### src/rtl/tft_pkg.sv
// Shared definitions for the TFT SPI byte transmitter: D/C flag encodings,
// frame state encoding and a small helper for the half-period phase.
package tft_pkg;

    localparam logic DC_COMM = 1'b0;
    localparam logic DC_DATA = 1'b1;

    typedef enum logic [1:0] {
        IDLE  = 2'd0,
        SHIFT = 2'd1,
        HOLD  = 2'd2,
        GAP   = 2'd3
    } tx_state_e;

    localparam logic [3:0] LAST_HALF = 4'd15;

    // Odd half-periods are the ones with sck high.
    function automatic logic is_rise_half(input logic [3:0] half);
        return half[0];
    endfunction

endpackage

### src/rtl/tft_spi_byte_tx_if.sv
// Request handshake between the init/draw sequencers (master) and the
// SPI byte transmitter (slave).
interface tft_spi_byte_tx_if;

    logic       tft_transmit;
    logic       tft_dc;
    logic [7:0] tft_data;
    logic       tft_busy;

    modport master (output tft_transmit, output tft_dc, output tft_data, input tft_busy);
    modport slave  (input tft_transmit, input tft_dc, input tft_data, output tft_busy);

endinterface

### src/rtl/tft_half_period_timer.sv
// Free-running period timer: counts 0..last while tick is high and pulses
// expire on the final count; load holds it at zero.
module tft_half_period_timer #(
    parameter int W = 2
) (
    input  logic         clk,
    input  logic         rst,
    input  logic         load,
    input  logic         tick,
    input  logic [W-1:0] last,
    output logic         expire
);

    logic [W-1:0] cnt_r;

    assign expire = tick && (cnt_r == last);

    // Period counter, wraps to zero on expiry so consecutive periods chain.
    always_ff @(posedge clk) begin
        if (rst) begin
            cnt_r <= {W{1'b0}};
        end else if (load || expire) begin
            cnt_r <= {W{1'b0}};
        end else if (tick) begin
            cnt_r <= cnt_r + W'(1);
        end else begin
            cnt_r <= cnt_r;
        end
    end

endmodule

### src/rtl/tft_spi_byte_tx.sv
// SPI mode-0 byte transmitter for the TFT panel, MSB first, with CS hold and
// idle gap. Optional read-back path enabled by defining TFT_SPI_READ_EN.
module tft_spi_byte_tx
    import tft_pkg::*;
#(
    parameter int CLK_DIV = 2,
    parameter int CS_GAP  = 2
) (
    input  logic              clk,
    input  logic              rst,
    tft_spi_byte_tx_if.slave  bus,
    output logic              lcd_sck,
    output logic              lcd_mosi,
    output logic              lcd_dc,
    output logic              lcd_cs_n
`ifdef TFT_SPI_READ_EN
    ,
    input  logic              lcd_miso,
    output logic [7:0]        rx_data,
    output logic              rx_valid
`endif
);

    // One timer serves the half-periods, HOLD and GAP, so it is sized for the longer.
    localparam int MAX_LEN = (CLK_DIV > CS_GAP) ? CLK_DIV : CS_GAP;
    localparam int TW      = $clog2(MAX_LEN + 1);
    localparam logic [TW-1:0] DIV_LAST = TW'(CLK_DIV - 1);
    localparam logic [TW-1:0] GAP_LAST = TW'(CS_GAP - 1);

    tx_state_e   state_r, state_nxt_s;
    logic [3:0]  bit_r, bit_nxt_s, half_nxt_s;
    logic [7:0]  shift_r, shift_nxt_s;
    logic        sck_r, sck_nxt_s;
    logic        mosi_r, mosi_nxt_s;
    logic        dc_r, dc_nxt_s;
    logic        cs_n_r, cs_n_nxt_s;
    logic        busy_r, busy_nxt_s;
    logic        tmr_load_s, expire_s;
    logic [TW-1:0] last_s;

    assign tmr_load_s = (state_r == IDLE);
    assign last_s     = (state_r == GAP) ? GAP_LAST : DIV_LAST;

    tft_half_period_timer #(.W(TW)) u_timer (
        .clk    (clk),
        .rst    (rst),
        .load   (tmr_load_s),
        .tick   (!tmr_load_s),
        .last   (last_s),
        .expire (expire_s)
    );

    // Next-state and next-output decode; outputs are registered below.
    always_comb begin
        state_nxt_s = state_r;
        bit_nxt_s   = bit_r;
        half_nxt_s  = bit_r + 4'd1;
        shift_nxt_s = shift_r;
        sck_nxt_s   = sck_r;
        mosi_nxt_s  = mosi_r;
        dc_nxt_s    = dc_r;
        cs_n_nxt_s  = cs_n_r;
        busy_nxt_s  = busy_r;
        case (state_r)
            IDLE: begin
                if (bus.tft_transmit) begin
                    state_nxt_s = SHIFT;
                    bit_nxt_s   = 4'd0;
                    shift_nxt_s = bus.tft_data;
                    dc_nxt_s    = bus.tft_dc;
                    mosi_nxt_s  = bus.tft_data[7];
                    sck_nxt_s   = 1'b0;
                    cs_n_nxt_s  = 1'b0;
                    busy_nxt_s  = 1'b1;
                end else begin
                    sck_nxt_s   = 1'b0;
                    mosi_nxt_s  = 1'b0;
                    cs_n_nxt_s  = 1'b1;
                    busy_nxt_s  = 1'b0;
                end
            end
            SHIFT: begin
                if (!expire_s) begin
                    state_nxt_s = SHIFT;
                end else if (bit_r == LAST_HALF) begin
                    state_nxt_s = HOLD;
                    sck_nxt_s   = 1'b0;
                end else if (is_rise_half(half_nxt_s)) begin
                    bit_nxt_s   = half_nxt_s;
                    sck_nxt_s   = 1'b1;
                end else begin
                    // Falling edge: present the next bit in the same cycle.
                    bit_nxt_s   = half_nxt_s;
                    sck_nxt_s   = 1'b0;
                    mosi_nxt_s  = shift_r[6];
                    shift_nxt_s = {shift_r[6:0], 1'b0};
                end
            end
            HOLD: begin
                if (expire_s) begin
                    state_nxt_s = GAP;
                    cs_n_nxt_s  = 1'b1;
                    mosi_nxt_s  = 1'b0;
                end else begin
                    state_nxt_s = HOLD;
                end
            end
            GAP: begin
                if (expire_s) begin
                    state_nxt_s = IDLE;
                    busy_nxt_s  = 1'b0;
                end else begin
                    state_nxt_s = GAP;
                end
            end
            default: begin
                state_nxt_s = IDLE;
            end
        endcase
    end

    // State and output registers; reset discards any partial frame.
    always_ff @(posedge clk) begin
        if (rst) begin
            state_r <= IDLE;
            bit_r   <= 4'd0;
            shift_r <= 8'h00;
            sck_r   <= 1'b0;
            mosi_r  <= 1'b0;
            dc_r    <= DC_COMM;
            cs_n_r  <= 1'b1;
            busy_r  <= 1'b0;
        end else begin
            state_r <= state_nxt_s;
            bit_r   <= bit_nxt_s;
            shift_r <= shift_nxt_s;
            sck_r   <= sck_nxt_s;
            mosi_r  <= mosi_nxt_s;
            dc_r    <= dc_nxt_s;
            cs_n_r  <= cs_n_nxt_s;
            busy_r  <= busy_nxt_s;
        end
    end

    assign lcd_sck      = sck_r;
    assign lcd_mosi     = mosi_r;
    assign lcd_dc       = dc_r;
    assign lcd_cs_n     = cs_n_r;
    assign bus.tft_busy = busy_r;

`ifdef TFT_SPI_READ_EN
    logic [7:0] rx_shift_r, rx_data_r;
    logic       rx_valid_r;
    logic       rise_s, capture_s;

    assign rise_s    = (state_r == SHIFT) && expire_s && (bit_r != LAST_HALF) && is_rise_half(half_nxt_s);
    assign capture_s = (state_r == HOLD) && expire_s;

    // Sample miso on the edge that raises sck; publish the byte as CS deasserts.
    always_ff @(posedge clk) begin
        if (rst) begin
            rx_shift_r <= 8'h00;
            rx_data_r  <= 8'h00;
            rx_valid_r <= 1'b0;
        end else begin
            rx_shift_r <= rise_s ? {rx_shift_r[6:0], lcd_miso} : rx_shift_r;
            rx_data_r  <= capture_s ? rx_shift_r : rx_data_r;
            rx_valid_r <= capture_s;
        end
    end

    assign rx_data  = rx_data_r;
    assign rx_valid = rx_valid_r;
`endif

endmodule

### src/flat_wrapper.sv
// flat-port wrapper written by rule: the top's interface ports become plain ports
module tft_spi_byte_tx_flat import tft_pkg::*;
#(
    parameter int CLK_DIV = 2,
    parameter int CS_GAP  = 2
)
  (clk, rst, lcd_sck, lcd_mosi, lcd_dc, lcd_cs_n, bus_tft_transmit, bus_tft_dc, bus_tft_data, bus_tft_busy);
  tft_spi_byte_tx_if bus_i ();
  input  logic clk;
  input  logic rst;
  output logic lcd_sck;
  output logic lcd_mosi;
  output logic lcd_dc;
  output logic lcd_cs_n;
  input wire logic [$bits(bus_i.tft_transmit)-1:0] bus_tft_transmit;
  input wire logic [$bits(bus_i.tft_dc)-1:0] bus_tft_dc;
  input wire logic [$bits(bus_i.tft_data)-1:0] bus_tft_data;
  output wire logic [$bits(bus_i.tft_busy)-1:0] bus_tft_busy;
  assign bus_i.tft_transmit = bus_tft_transmit;
  assign bus_i.tft_dc = bus_tft_dc;
  assign bus_i.tft_data = bus_tft_data;
  assign bus_tft_busy = bus_i.tft_busy;
  tft_spi_byte_tx #(.CLK_DIV(CLK_DIV), .CS_GAP(CS_GAP)) u_core (.clk(clk), .rst(rst), .bus(bus_i), .lcd_sck(lcd_sck), .lcd_mosi(lcd_mosi), .lcd_dc(lcd_dc), .lcd_cs_n(lcd_cs_n));
endmodule
### config.mk
export PLATFORM = sky130hd
export DESIGN_NAME = tft_spi_byte_tx_flat
export DESIGN_NICKNAME = d
export VERILOG_FILES = /design/src/rtl/tft_pkg.sv /design/src/rtl/tft_spi_byte_tx_if.sv /design/src/rtl/tft_half_period_timer.sv /design/src/rtl/tft_spi_byte_tx.sv /design/src/flat_wrapper.sv
export SDC_FILE = /design/constraint.sdc
export NUM_CORES = 1
export LEC_CHECK = 0
export ABC_AREA = 1
export BUFFER_PORTS_ARGS = -buffer_cell sky130_fd_sc_hd__buf_2
export CORE_UTILIZATION = 28
export DETAILED_ROUTE_END_ITERATION = 7
export PLACE_DENSITY = 0.55
export SLEW_MARGIN = 20
export SYNTH_ARGS = -nofsm -noshare
export SYNTH_HDL_FRONTEND = slang
export SYNTH_SLANG_ARGS = --single-unit
### constraint.sdc
create_clock -name clk -period 4 [get_ports clk]
set_clock_uncertainty 0.2 [all_clocks]
set_input_delay 0.4 -clock clk [delete_from_list [all_inputs] [get_ports clk]]
set_output_delay 0.4 -clock clk [all_outputs]
set_load 0.01 [all_outputs]
=== Word level (Yosys, flattened, before mapping) ===
Index checks and enable logic that the tools add are counted.

* Input port bits: 12
* Bits in registers: 20
* Word-level logic and storage cells: 70
* Output and inout port bits: 5

* Equal/unequal tests: 12
* $add $sub $neg: 2
* Reductions and logical operators: 17
* Multiplexer cells: 30

{| class="wikitable"
|+ Operators with widths
! cell !! count
|-
| $mux 7 || 4
|-
| $pmux 7 s2 || 1
|-
| $mux 1 || 12
|-
| $mux 4 || 3
|-
| $reduce_and 2->1 || 5
|-
| $reduce_and 5->1 || 2
|-
| $mux 2 || 4
|-
| $pmux 2 s4 || 1
|-
| $pmux 4 s2 || 1
|-
| $ne 2x1->1 const B || 3
|-
| $ne 2x2->1 const B || 3
|-
| $pmux 1 s2 || 3
|-
| $reduce_bool 2->1 || 3
|-
| $add 4x1->4 const B || 1
|-
| $eq 2x1->1 const B || 2
|-
| $eq 2x2->1 const B || 2
|-
| $eq 4x4->1 const B || 1
|-
| $reduce_and 4->1 || 1
|-
| $ne 3x3->1 const B || 1
|-
| $pmux 1 s3 || 1
|-
| $reduce_bool 3->1 || 1
|-
| $add 2x1->2 const B || 1
|-
| $logic_not 2->1 || 1
|-
| $reduce_or 2->1 || 1
|-
| other kinds (3) || 3
|}

=== Longest topological paths before layout ===
* Depth after elaboration: 5
* Mapped depth: 11
* Mapped depth without buffers: 10

=== Cells and area by module ===
From an unflattened synthesis, not the netlist that was laid out.

* Cells, all modules: 187
* Area, all modules: 1249.9 µm²

{| class="wikitable"
|+ Modules (own cells, without submodules)
! module !! cells each !! sequential area each (µm²) !! area an instance (µm²) !! instances
|-
| tft_spi_byte_tx || 165 || 360.3 || 1113.6 || 1
|-
| tft_half_period_timer || 22 || 40.0 || 136.4 || 1
|}

=== Least setup slack after synthesis ===
OpenSTA, ideal clock, no wires.

* Path kind: reg2reg
* Start: register u_core.state_r[0]
* End: register u_core.shift_r[1]
* Stages on the path, launching flop included: 11
* Required time: 3.688 ns
* Period minus slack after synthesis: 1.677 ns
* Data arrival time: 1.365 ns
* Library setup time: 0.112 ns
* Setup slack: 2.323 ns
* Path buffers: 2
* Path through: dfxtp_1 -> inv_1 -> ha_1 -> buf_6 -> nor2_4 -> nand2_1 -> nand2_2 -> buf_6 -> nand3_1 -> nand2_1 -> nor2_2

* Longest elaborated chain between the ends: 5
* Elaborated cells on any way between the ends: 11
* Classes of those cells: eq/ne: 5; mux: 1; reduce/logical: 5

{| class="wikitable"
|+ Ends and longest elaborated chain
! item !! line !! RTL
|-
| from (decl) || tft_spi_byte_tx.sv:30 || <nowiki>tx_state_e state_r, state_nxt_s;</nowiki>
|-
| from (signal assigned) || tft_spi_byte_tx.sv:134 || <nowiki>state_r <= state_nxt_s;</nowiki>
|-
| $logic_not 2->1 || tft_spi_byte_tx.sv:41, tft_spi_byte_tx.sv:64 ||
|-
| $logic_not 1->1 || tft_spi_byte_tx.sv:48 || <nowiki>.tick (!tmr_load_s),</nowiki>
|-
| $logic_and 1x1->1 || tft_half_period_timer.sv:16 || <nowiki>assign expire = tick && (cnt_r == last);</nowiki>
|-
| $ne 2x1->1 (no line) || -- ||
|-
| $reduce_and 5->1 (no line) || -- ||
|-
| to (signal assigned) || tft_spi_byte_tx.sv:136 || <nowiki>shift_r <= shift_nxt_s;</nowiki>
|-
| to (decl) || tft_spi_byte_tx.sv:32 || <nowiki>logic [7:0] shift_r, shift_nxt_s;</nowiki>
|}

Several ways; a longest one is shown, not always the timed one.
A chain may end at the register's enable or synchronous reset.

=== Worst setup path after layout ===
* Start: register u_core.state_r[1]
* End: register u_core.shift_r[2]

Same word-level chain as after synthesis.

==> results.sh <==
export IMPL_syn_inst=167
export IMPL_cts_root_buf="clkbuf_8"
export IMPL_cts_resized=0
export IMPL_arrival_ns=2.02
export IMPL_drive_gt1_share_pct=18.68
export IMPL_synth_net_count=185
export IMPL_holdWs_ns=0.1752
export IMPL_cts_htree_levels=1
export IMPL_slew_headroom_pct=64.66
export IMPL_p_per_area_mw_per_mm2=420.5
export IMPL_fin_util_pct=34.32
export IMPL_critPathCaptureType="register"
export IMPL_status="completed"
export IMPL_worst_pin_slew_ns=0.5302
export IMPL_n_fill_cell=428
export IMPL_holdBufCountCts=0
export IMPL_setup_tns_ns=0
export IMPL_dp_hpwl_mm=1.817
export IMPL_fin_nets=202
export IMPL_drtAntennaViolNets=0
export IMPL_setup_viol=0
export IMPL_syn_area_sq_mm=0.001154
export IMPL_ys_seq_area_share_pct=34.71
export IMPL_yosysUniqueCellTypes=22
export IMPL_min_period_over_period_pct=50.47
export IMPL_peakVddDrop_uv=187.7
export IMPL_vias_per_cell=4.396
export IMPL_grt_pass1_vias=943
export IMPL_postCtsSetupBuffers=0
export IMPL_max_freq_ghz=0.4954
export IMPL_period_minus_slack_ns=2.019
export IMPL_ctsLongestPathBuffers=2
export IMPL_cts_buffers=3
export IMPL_ys_warn_count=0
export IMPL_cp_required_ns=4.00
export IMPL_antenna_found_initial=0
export IMPL_final_cell_mix="nand2_1 (45), nor2_1 (21), dfxtp_1 (20)"
export IMPL_rsz0062_at_grt="no"
export IMPL_cts_tree="built"
export IMPL_final_common_cell="nand2_1"
export IMPL_cp_start_kind="register"
export IMPL_ys_seq_elements=20
export IMPL_report_final_slew_viol_count=0
export IMPL_drt_iter0_markers=18
export IMPL_path_clk_slew_ns=0.08
export IMPL_drc_errors=0
export IMPL_cts_sinks=20
export IMPL_die_x_um=66.19
export IMPL_timing_hold_violations_final=0
export IMPL_wl_per_cell_um=10.44
export IMPL_overflow=0
export IMPL_num_vias=1011
export IMPL_clk_latency_ns=0.25
export IMPL_min_delay_path_class="input port to register"
export IMPL_maxCapViolCount=0
export IMPL_critical_path_class="register to register"
export IMPL_postSynthAreaPerCell_sq_um=6.908
export IMPL_totalWireLength_mm=2.402
export IMPL_die_area_sq_mm=0.004380
export IMPL_num_antenna_cells=0
export IMPL_leakagePower_nw=0.6142
export IMPL_start_util_pct=30.37
export IMPL_syn2layout_area_growth_pct=13.02
export IMPL_die_h_um=66.19
export IMPL_worstPathMaxFanout=15
export IMPL_place_congestion=0.7957
export IMPL_drt_pass1_iter_count=4
export IMPL_grt_use_total_pct=11.86
export IMPL_grt_max_degree=16
export IMPL_grt_pass1_wl_mm=4.008
export IMPL_portBuffers=16
export IMPL_core_area_sq_mm=0.003799
export IMPL_io_pins=17
export IMPL_rows=22
==> worst max-delay path, stage by stage (launching register included) <==
cell and delay (ns):
dfxtp_1 0.34, inv_1 0.08, ha_1 0.49, inv_2 0.19, nand2_2 0.14, nand2_4 0.08, nor2_8 0.15, nand2_4 0.07
clkinv_2 0.09, nor2_1 0.05, nor2_2 0.07
==> final cells by class <==
cell class	count	area, sq um	share of cell area, %
Clock buffer	3	41.29	3.167
Inverter	19	72.57	5.566
Multi-Input combinational cell	124	649.4	49.81
Sequential cell	20	400.4	30.71
Tap cell	48	60.06	4.607
Timing Repair Buffer	16	80.08	6.142
==> through the flow <==
stage | std cells | setup slack [ns] | instance area, sq um | power [mW]
after floorplan | 167 | 2.323 | 1154 | 0.3856
after global placement | 227 | 2.049 | 1262 | 0.4201
after detailed placement | 227 | 1.999 | 1262 | 0.4192
after CTS | 230 | 1.966 | 1304 | 0.5548
after global routing | 230 | 1.783 | 1304 | 0.5871
final | 230 | 1.981 | 1304 | 0.5482
==> layer usage <==
layer	routed length [um]	vias to the layer above	part of all wire, %	track usage [%]
li1	-	558	-	-
met1	1201	437	50	15.30
met2	1124	12	47	20.28
met3	58	4	2.4	1.897
met4	18	0	0.75	3.191
met5	0	-	0	0
==> worst paths after layout <==
check | start | end | slack (ns) | cells past startpoint
max | u_core.state_r[1] | u_core.shift_r[2] | 1.98 | 10
min | rst | u_core.bus.tft_busy | 0.18 | 2
max reg2reg | u_core.state_r[1] | u_core.shift_r[2] | 1.98 | 10
min reg2reg | u_core.u_timer.cnt_r[0] | u_core.u_timer.cnt_r[0] | 0.22 | 1
==> synth_stat cells <==
library cell	number	area, sq um
inv_2	2	7.510
nand3_1	18	90.09
nor2_1	21	78.83
o2111ai_1	1	8.760
nand2_2	2	12.51
nor2_4	1	11.26
nand2_4	2	22.52
nor2_2	6	37.54
inv_1	16	60.06
buf_2	1	5.000
o21ai_0	5	25.02
buf_6	2	22.52
a21oi_1	8	40.04
buf_1	1	3.750
nand4_1	1	6.260
dfxtp_1	20	400.4
nand2_1	45	168.9
nor2_8	1	20.02
clkinv_2	1	5.000
a21boi_0	6	45.04
ha_1	6	75.07
o21a_1	1	7.510
==> cell families (layout without fill, tap and decap cells) <==
family                   count (synthesis)  in the layout  synth area share (%)
buffers and inverters                   23             38                 9.001
AO/OA/AOI/OAI                           21             21                 10.95
flip-flops                              20             20                 34.71
adder cells (fa/ha/maj)                  6              6                 6.507
AND/OR/NAND/NOR                         97             97                 38.83
==> sequential cells by signal, indices dropped and copies added, names as in the netlist <==
register and count:
u_core.lcd_sck 1, u_core.shift_r 7, u_core.lcd_dc 1, u_core.lcd_mosi 1
u_core.u_timer.cnt_r 2, u_core.bus.tft_busy 1, u_core.lcd_cs_n 1, u_core.bit_r 4
u_core.state_r 2
==> power by group <==
group	internal, mW	total [mW]	switching [mW]
clock network	0.0671	0.135	0.0676
registers	0.227	0.245	0.0180
logic	0.0610	0.169	0.108
total	0.355	0.548	0.193
No activity file was read; power rests on OpenSTA's default activity.
